===== src/rtl/rx_engine_pkg.sv =====
// Shared types and constants for the serial-link receive framer.
package rx_engine_pkg;

    typedef enum logic [1:0] {
        RX_IDLE = 2'd0,
        RX_SBS  = 2'd1,
        RX_DATA = 2'd2,
        RX_GAP  = 2'd3
    } rx_state_t;

    // Start-bit-suffix digit announcing a READ_16 (prefetch) reply; truncated to the link width.
    localparam logic [3:0] RX_SBS_READ_16    = 4'b0001;
    localparam logic [3:0] TX_HEADER_READ_16 = 4'b0110;

    function automatic int rx_counter_width(input int payload_cycles);
        return $clog2(payload_cycles) + 1;
    endfunction

endpackage


===== src/rtl/rx_engine_if.sv =====
// Request/response bundle between the link pins, the TX side and the prefetcher.
interface rx_engine_if #(
    parameter int IO_BITS = 2,
    parameter int CNT_W   = 4
);
    logic [IO_BITS-1:0] rx_pins;
    logic               req_issued;
    logic               req_is_prefetch;
    logic               rx_started;
    logic               rx_active;
    logic [IO_BITS-1:0] rx_sbs;
    logic               rx_sbs_valid;
    logic               rx_data_valid;
    logic               load_data_valid;
    logic [CNT_W-1:0]   rx_counter;
    logic               rx_done;
    logic               load_done;
    logic               rx_error;

    modport master (
        output rx_pins, req_issued, req_is_prefetch,
        input  rx_started, rx_active, rx_sbs, rx_sbs_valid, rx_data_valid,
               load_data_valid, rx_counter, rx_done, load_done, rx_error
    );

    modport slave (
        input  rx_pins, req_issued, req_is_prefetch,
        output rx_started, rx_active, rx_sbs, rx_sbs_valid, rx_data_valid,
               load_data_valid, rx_counter, rx_done, load_done, rx_error
    );
endinterface


===== src/rtl/rx_order_fifo.sv =====
// 1-bit shift-register FIFO remembering the kind (prefetch/load) of each outstanding request.
module rx_order_fifo #(
    parameter int  DEPTH = 3,
    localparam int CW    = $clog2(DEPTH + 1)
) (
    input  logic          clk,
    input  logic          reset_n,
    input  logic          push,
    input  logic          din,
    input  logic          pop,
    output logic          head,
    output logic [CW-1:0] count,
    output logic          full
);
    logic [DEPTH-1:0] mem;
    logic [CW-1:0]    wr_idx;
    logic             pop_ok;
    logic             push_ok;

    assign full    = (count == CW'(DEPTH));
    assign head    = mem[0];
    assign pop_ok  = pop && (count != '0);
    // A pop in the same cycle frees a slot, so a push into a full FIFO still lands.
    assign push_ok = push && (!full || pop_ok);
    assign wr_idx  = pop_ok ? (count - CW'(1)) : count;

    always_ff @(posedge clk or negedge reset_n) begin
        if (!reset_n) begin
            mem   <= '0;
            count <= '0;
        end else begin
            if (pop_ok)
                mem <= {1'b0, mem[DEPTH-1:1]};
            if (push_ok)
                mem[wr_idx] <= din;
            case ({push_ok, pop_ok})
                2'b10:   count <= count + CW'(1);
                2'b01:   count <= count - CW'(1);
                default: count <= count;
            endcase
        end
    end
endmodule


===== src/rtl/rx_engine.sv =====
// Receive-side framer: detects a reply start bit, checks the SBS digit and counts payload digits.
module rx_engine
    import rx_engine_pkg::*;
#(
    parameter int IO_BITS         = 2,
    parameter int PAYLOAD_CYCLES  = 8,
    parameter int MAX_OUTSTANDING = 3
) (
    input logic      clk,
    input logic      reset_n,
    rx_engine_if.slave bus
);
    localparam int                 CNT_W   = rx_counter_width(PAYLOAD_CYCLES);
    localparam int                 OCW     = $clog2(MAX_OUTSTANDING + 1);
    localparam logic [CNT_W-1:0]   LAST    = CNT_W'(PAYLOAD_CYCLES - 1);
    localparam logic [IO_BITS-1:0] SBS_EXP = RX_SBS_READ_16[IO_BITS-1:0];

    rx_state_t        state_q, state_d;
    logic [CNT_W-1:0] cnt_q, cnt_d;
    logic             kind_q;
    logic             err_q;
    logic             pop;
    logic             fifo_head;
    logic             fifo_full;
    logic [OCW-1:0]   outstanding;
    logic             sbs_bad;
    logic             overflow;

    rx_order_fifo #(.DEPTH(MAX_OUTSTANDING)) u_order (
        .clk    (clk),
        .reset_n(reset_n),
        .push   (bus.req_issued),
        .din    (bus.req_is_prefetch),
        .pop    (pop),
        .head   (fifo_head),
        .count  (outstanding),
        .full   (fifo_full)
    );

    // Prefetch replies must carry the READ_16 suffix and load replies must not.
    assign sbs_bad  = (state_q == RX_SBS) && (fifo_head != (bus.rx_pins == SBS_EXP));
    assign overflow = bus.req_issued && fifo_full && !pop;
    assign bus.rx_error = err_q;

    always_ff @(posedge clk or negedge reset_n) begin
        if (!reset_n) begin
            state_q <= RX_IDLE;
            cnt_q   <= '0;
            kind_q  <= 1'b0;
            err_q   <= 1'b0;
        end else begin
            state_q <= state_d;
            cnt_q   <= cnt_d;
            if (state_q == RX_SBS)
                kind_q <= fifo_head;
            err_q <= err_q | sbs_bad | overflow;
        end
    end

    always_comb begin
        state_d             = state_q;
        cnt_d               = cnt_q;
        pop                 = 1'b0;
        bus.rx_started      = 1'b0;
        bus.rx_active       = 1'b0;
        bus.rx_sbs          = '0;
        bus.rx_sbs_valid    = 1'b0;
        bus.rx_data_valid   = 1'b0;
        bus.load_data_valid = 1'b0;
        bus.rx_counter      = '0;
        bus.rx_done         = 1'b0;
        bus.load_done       = 1'b0;
        unique case (state_q)
            RX_IDLE: begin
                if (outstanding != '0 && !bus.rx_pins[0]) begin
                    bus.rx_started = 1'b1;
                    state_d        = RX_SBS;
                end
            end
            RX_SBS: begin
                bus.rx_active    = 1'b1;
                bus.rx_sbs_valid = 1'b1;
                bus.rx_sbs       = bus.rx_pins;
                cnt_d            = '0;
                state_d          = RX_DATA;
            end
            RX_DATA: begin
                bus.rx_active       = 1'b1;
                bus.rx_counter      = cnt_q;
                bus.rx_data_valid   = kind_q;
                bus.load_data_valid = !kind_q;
                if (cnt_q == LAST) begin
                    bus.rx_done   = kind_q;
                    bus.load_done = !kind_q;
                    pop           = 1'b1;
                    cnt_d         = '0;
                    state_d       = RX_GAP;
                end else begin
                    cnt_d = cnt_q + CNT_W'(1);
                end
            end
            RX_GAP: begin
                state_d = RX_IDLE;
            end
            default: state_d = RX_IDLE;
        endcase
    end
endmodule

===== src/flat_wrapper.sv =====
// flat-port wrapper written by rule: the top's interface ports become plain ports
module rx_engine_flat import rx_engine_pkg::*;
#(
    parameter int IO_BITS         = 2,
    parameter int PAYLOAD_CYCLES  = 8,
    parameter int MAX_OUTSTANDING = 3
)
  (clk, reset_n, bus_rx_pins, bus_req_issued, bus_req_is_prefetch, bus_rx_started, bus_rx_active, bus_rx_sbs, bus_rx_sbs_valid, bus_rx_data_valid, bus_load_data_valid, bus_rx_counter, bus_rx_done, bus_load_done, bus_rx_error);
  rx_engine_if #(.IO_BITS(IO_BITS)) bus_i ();
  input logic clk;
  input logic reset_n;
  input wire logic [$bits(bus_i.rx_pins)-1:0] bus_rx_pins;
  input wire logic [$bits(bus_i.req_issued)-1:0] bus_req_issued;
  input wire logic [$bits(bus_i.req_is_prefetch)-1:0] bus_req_is_prefetch;
  output wire logic [$bits(bus_i.rx_started)-1:0] bus_rx_started;
  output wire logic [$bits(bus_i.rx_active)-1:0] bus_rx_active;
  output wire logic [$bits(bus_i.rx_sbs)-1:0] bus_rx_sbs;
  output wire logic [$bits(bus_i.rx_sbs_valid)-1:0] bus_rx_sbs_valid;
  output wire logic [$bits(bus_i.rx_data_valid)-1:0] bus_rx_data_valid;
  output wire logic [$bits(bus_i.load_data_valid)-1:0] bus_load_data_valid;
  output wire logic [$bits(bus_i.rx_counter)-1:0] bus_rx_counter;
  output wire logic [$bits(bus_i.rx_done)-1:0] bus_rx_done;
  output wire logic [$bits(bus_i.load_done)-1:0] bus_load_done;
  output wire logic [$bits(bus_i.rx_error)-1:0] bus_rx_error;
  assign bus_i.rx_pins = bus_rx_pins;
  assign bus_i.req_issued = bus_req_issued;
  assign bus_i.req_is_prefetch = bus_req_is_prefetch;
  assign bus_rx_started = bus_i.rx_started;
  assign bus_rx_active = bus_i.rx_active;
  assign bus_rx_sbs = bus_i.rx_sbs;
  assign bus_rx_sbs_valid = bus_i.rx_sbs_valid;
  assign bus_rx_data_valid = bus_i.rx_data_valid;
  assign bus_load_data_valid = bus_i.load_data_valid;
  assign bus_rx_counter = bus_i.rx_counter;
  assign bus_rx_done = bus_i.rx_done;
  assign bus_load_done = bus_i.load_done;
  assign bus_rx_error = bus_i.rx_error;
  rx_engine #(.IO_BITS(IO_BITS), .PAYLOAD_CYCLES(PAYLOAD_CYCLES), .MAX_OUTSTANDING(MAX_OUTSTANDING)) u_core (.clk(clk), .reset_n(reset_n), .bus(bus_i));
endmodule

===== config.mk =====
export PLATFORM = sky130hd
export DESIGN_NAME = rx_engine_flat
export DESIGN_NICKNAME = d
export VERILOG_FILES = /design/src/rtl/rx_engine_pkg.sv /design/src/rtl/rx_engine_if.sv /design/src/rtl/rx_order_fifo.sv /design/src/rtl/rx_engine.sv /design/src/flat_wrapper.sv
export SDC_FILE = /design/constraint.sdc
export NUM_CORES = 1
export LEC_CHECK = 0
export BUFFER_PORTS_ARGS = -buffer_cell sky130_fd_sc_hd__buf_2
export CORE_ASPECT_RATIO = 0.9
export CORE_MARGIN = 3
export CORE_UTILIZATION = 48
export DETAILED_ROUTE_END_ITERATION = 12
export HOLD_SLACK_MARGIN = 0.08
export PLACE_DENSITY = 0.73
export SLEW_MARGIN = 40
export SYNTH_ARGS = -nofsm -noshare
export SYNTH_HDL_FRONTEND = slang
export SYNTH_HIERARCHICAL = 1
export SYNTH_SLANG_ARGS = --single-unit
export TNS_END_PERCENT = 5

===== constraint.sdc =====
create_clock -name clk -period 1.9 [get_ports clk]
set_input_delay 0.38 -clock clk [delete_from_list [all_inputs] [get_ports clk]]
set_output_delay 0.38 -clock clk [all_outputs]
set_load 0.02 [all_outputs]

==> impl_metrics.env <==
export IMPL_pwr_share_seq=0.279
export IMPL_grt_pass1_wl_mm=3.22
export IMPL_grt_pass1_vias=729
export IMPL_cts_clk_slew_worst_paths_ps=80
export IMPL_path_class="reg2reg"
export IMPL_drc_errors=0
export IMPL_final_nets=150
export IMPL_p_int_uw=957
export IMPL_portBuffers=19
export IMPL_cpPeakStageDelay_ps=420
export IMPL_ys_flop_type="dfrtp_1"
export IMPL_hold_path_class="in2reg"
export IMPL_ir_drop_mv=0.945
export IMPL_ios=20
export IMPL_fin_crit_sh=0.980
export IMPL_skew_ps=1.14
export IMPL_netlist_top_cells_count="dfrtp_1, inv_1, nor2_1"
export IMPL_synthDistinctLibCells=39
export IMPL_synth_seq_area_share=0.345
export IMPL_cp_max_fo=4
export IMPL_max_cap_violations=0
export IMPL_synth_most_common_cell="dfrtp_1"
export IMPL_worst_slew_pin_slew_ps=313
export IMPL_viasPerCell=5.29
export IMPL_period_needed_ps=1860
export IMPL_leakage_nw=0.565
export IMPL_grt_usage=0.179
export IMPL_switching_power_uw=787
export IMPL_slowest_stage="dfrtp_1"
export IMPL_grt_max_degree=14
export IMPL_cts_htree_levels=1
export IMPL_hold_viol_final=0
export IMPL_hpwl_mm=1.57
export IMPL_required_ps=2060
export IMPL_numCtsBuffers=3
export IMPL_ys_top_cells_by_area="dfrtp_1, ha_1, and2_1"
export IMPL_cts_tree="built"
export IMPL_slew_viol_final=0
export IMPL_start_util=0.533
export IMPL_via_count=846
export IMPL_yosys_warnings=6
export IMPL_final_setup_tns_ps=0
export IMPL_synth_top_area_frac=0.345
export IMPL_die_area_um2=2530
export IMPL_rsz0062_at_grt="true"
export IMPL_yosysTopAreaCell="dfrtp_1"
export IMPL_ys_seq_elements=13
export IMPL_outcome="finished, final reports clean"
export IMPL_worstPathArrival_ps=2030
export IMPL_path_cells="ha_2, nand4b_1, inv_2, nor2b_4, or3_4, o22ai_1, mux2_1"
export IMPL_first_pass_iters=4
export IMPL_setup_viol=0
export IMPL_syn_avg_cell_area_um2=8.98
export IMPL_wl_per_cell_um=13.1
export IMPL_core_area_um2=1770
export IMPL_nFillCells=139
export IMPL_cts_sinks=13
export IMPL_critPathBufInv=1
export IMPL_fp_dieW_um=52.7
export IMPL_detail_route_antenna_nets=0
export IMPL_synth_edf_count=0
export IMPL_max_freq_ghz=0.537
export IMPL_cts_buffer_depth=2
export IMPL_std_cell_rows=14
export IMPL_p_sw_frac=0.451
export IMPL_worst_setup_path_start_kind="flip-flop"
export IMPL_diodes=0
export IMPL_gp_congestion=0.818
export IMPL_drt_initial_drc_count=44
export IMPL_end_kind="flip-flop"
export IMPL_root_buffer="clkbuf_4"
export IMPL_antenna_found_initial=0
export IMPL_crit_family="simple AND/OR/NAND/NOR gates"
export IMPL_syn_inst=105
export IMPL_async_flop_share=1.00
export IMPL_syn_nets=118
export IMPL_worstSkewPairLatency_ps=270
export IMPL_synthesis_area_um2=943
export IMPL_area_growth_pct=25.6
export IMPL_clkPwrFrac=0.100
export IMPL_die_height_um=48.1
export IMPL_cellPowerDensity_nw_per_um2=1470
export IMPL_finalWirelength_mm=2.10
export IMPL_drive_above_1_share=0.331
export IMPL_combPwrFrac=0.621
export IMPL_slew_headroom=0.791
export IMPL_grt_overflow=0
export IMPL_total_power_mw=1.74
==> worst register-to-register path: cells and delay by family, from the launching register on <==
kind | cells | cell delay (ps)
and+or+nand+nor | 3 | 600
adders and majority gates | 1 | 200
buffers and inverters | 1 | 70
AOI/OAI and AO/OA | 1 | 130
muxes | 1 | 330
DFF | 1 | 420
==> area by class of cell <==
class | count | area, um2 | area share
clock buffers | 4 | 26.3 | 0.0222
inverters | 11 | 41.3 | 0.0348
multi-input cells | 78 | 577 | 0.487
flip-flops and latches | 13 | 325 | 0.275
well taps | 24 | 30.0 | 0.0253
repair buffers | 30 | 185 | 0.156
==> worst paths after layout <==
check | startpoint | to | slack, ps | cells after the start
hold reg to reg | u_core/bus.rx_error | u_core/bus.rx_error | 500 | 2
hold / removal | bus_req_is_prefetch | u_core/u_order/mem[2] | 360 | 3
setup / recovery | u_core/cnt_q[1] | u_core/u_order/mem[0] | 40 | 7
setup reg to reg | u_core/cnt_q[1] | u_core/u_order/mem[0] | 40 | 7
max in group asynchronous | reset_n | u_core/u_order/count[1] | 1130 | 2
min in group asynchronous | reset_n | u_core/kind_q | 540 | 2
==> metrics by stage <==
stage / hold WS, ps / utilization / area (um2) / worst slack (ps) / instances
4_1_cts: 359 / 0.650 / 1150 / 0.254 / 157
6_report: 363 / 0.670 / 1180 / 37.9 / 160
2_1_floorplan: 84.4 / - / 958 / -39.0 / 105
3_3_place_gp: 288 / 0.629 / 1110 / 67.4 / 152
3_5_place_dp: 290 / 0.629 / 1110 / 19.5 / 152
5_1_grt: 355 / 0.670 / 1180 / -25.8 / 160
==> per-layer routing <==
metal	global-route usage	wire (um)
met2	0.300	981
met1	0.227	954
met5	0	0
met3	0.0592	140
met4	0.0408	21
==> repair_timing <==
action	in CTS	in global routing
setup endpoints to repair	0	7
setup buffers	0	3
gates resized for setup	0	5
endpoints found under the hold margin	13	0
hold buffers	1	0
==> sequential cells by signal, summed over array words and instances (netlist names) <==
| register | flops |
|---|---|
| u_core/bus.rx_error | 1 |
| u_core/cnt_q | 4 |
| u_core/kind_q | 1 |
| u_core/state_q | 2 |
| u_core/u_order/count | 2 |
| u_core/u_order/mem | 3 |
==> layout by cell type, fill, tap and decap left out, types with 2 or more instances in the layout <==
master / count
o31a_1: 2
clkbuf_4: 3
buf_2: 17
o22ai_1: 2
o21ai_0: 5
nand2b_1: 2
ha_2: 2
and2_1: 7
inv_1: 8
ha_1: 4
dfrtp_1: 13
xnor2_1: 2
a21oi_1: 2
nand3_1: 5
o21ai_1: 2
nor2_1: 10
buf_4: 12
nand3b_1: 2
nor2b_1: 3
inv_2: 3
nand2_1: 7
==> power groups by stage <==
| stage | sequential [mW] | clock (mW) | combinational (mW) |
|---|---|---|---|
| after floorplan | 0.485 | 0 | 0.765 |
| after global placement | 0.487 | 0 | 1.00 |
| after detailed placement | 0.495 | 0 | 1.01 |
| after CTS | 0.487 | 0.182 | 1.02 |
| after global routing | 0.503 | 0.203 | 1.20 |
| final | 0.486 | 0.175 | 1.08 |
==> kinds of logic (layout without fill, tap and decap cells) <==
group | Yosys count | in the layout | synth area share
mux | 3 | 3 | 0.0345
fa+ha+maj | 7 | 7 | 0.0928
compound gates | 21 | 21 | 0.182
xor+xnor | 2 | 2 | 0.0186
buf+inv | 14 | 45 | 0.0676
flops | 13 | 13 | 0.345
simple gates | 45 | 45 | 0.260
(Power assumes the default switching activity.)
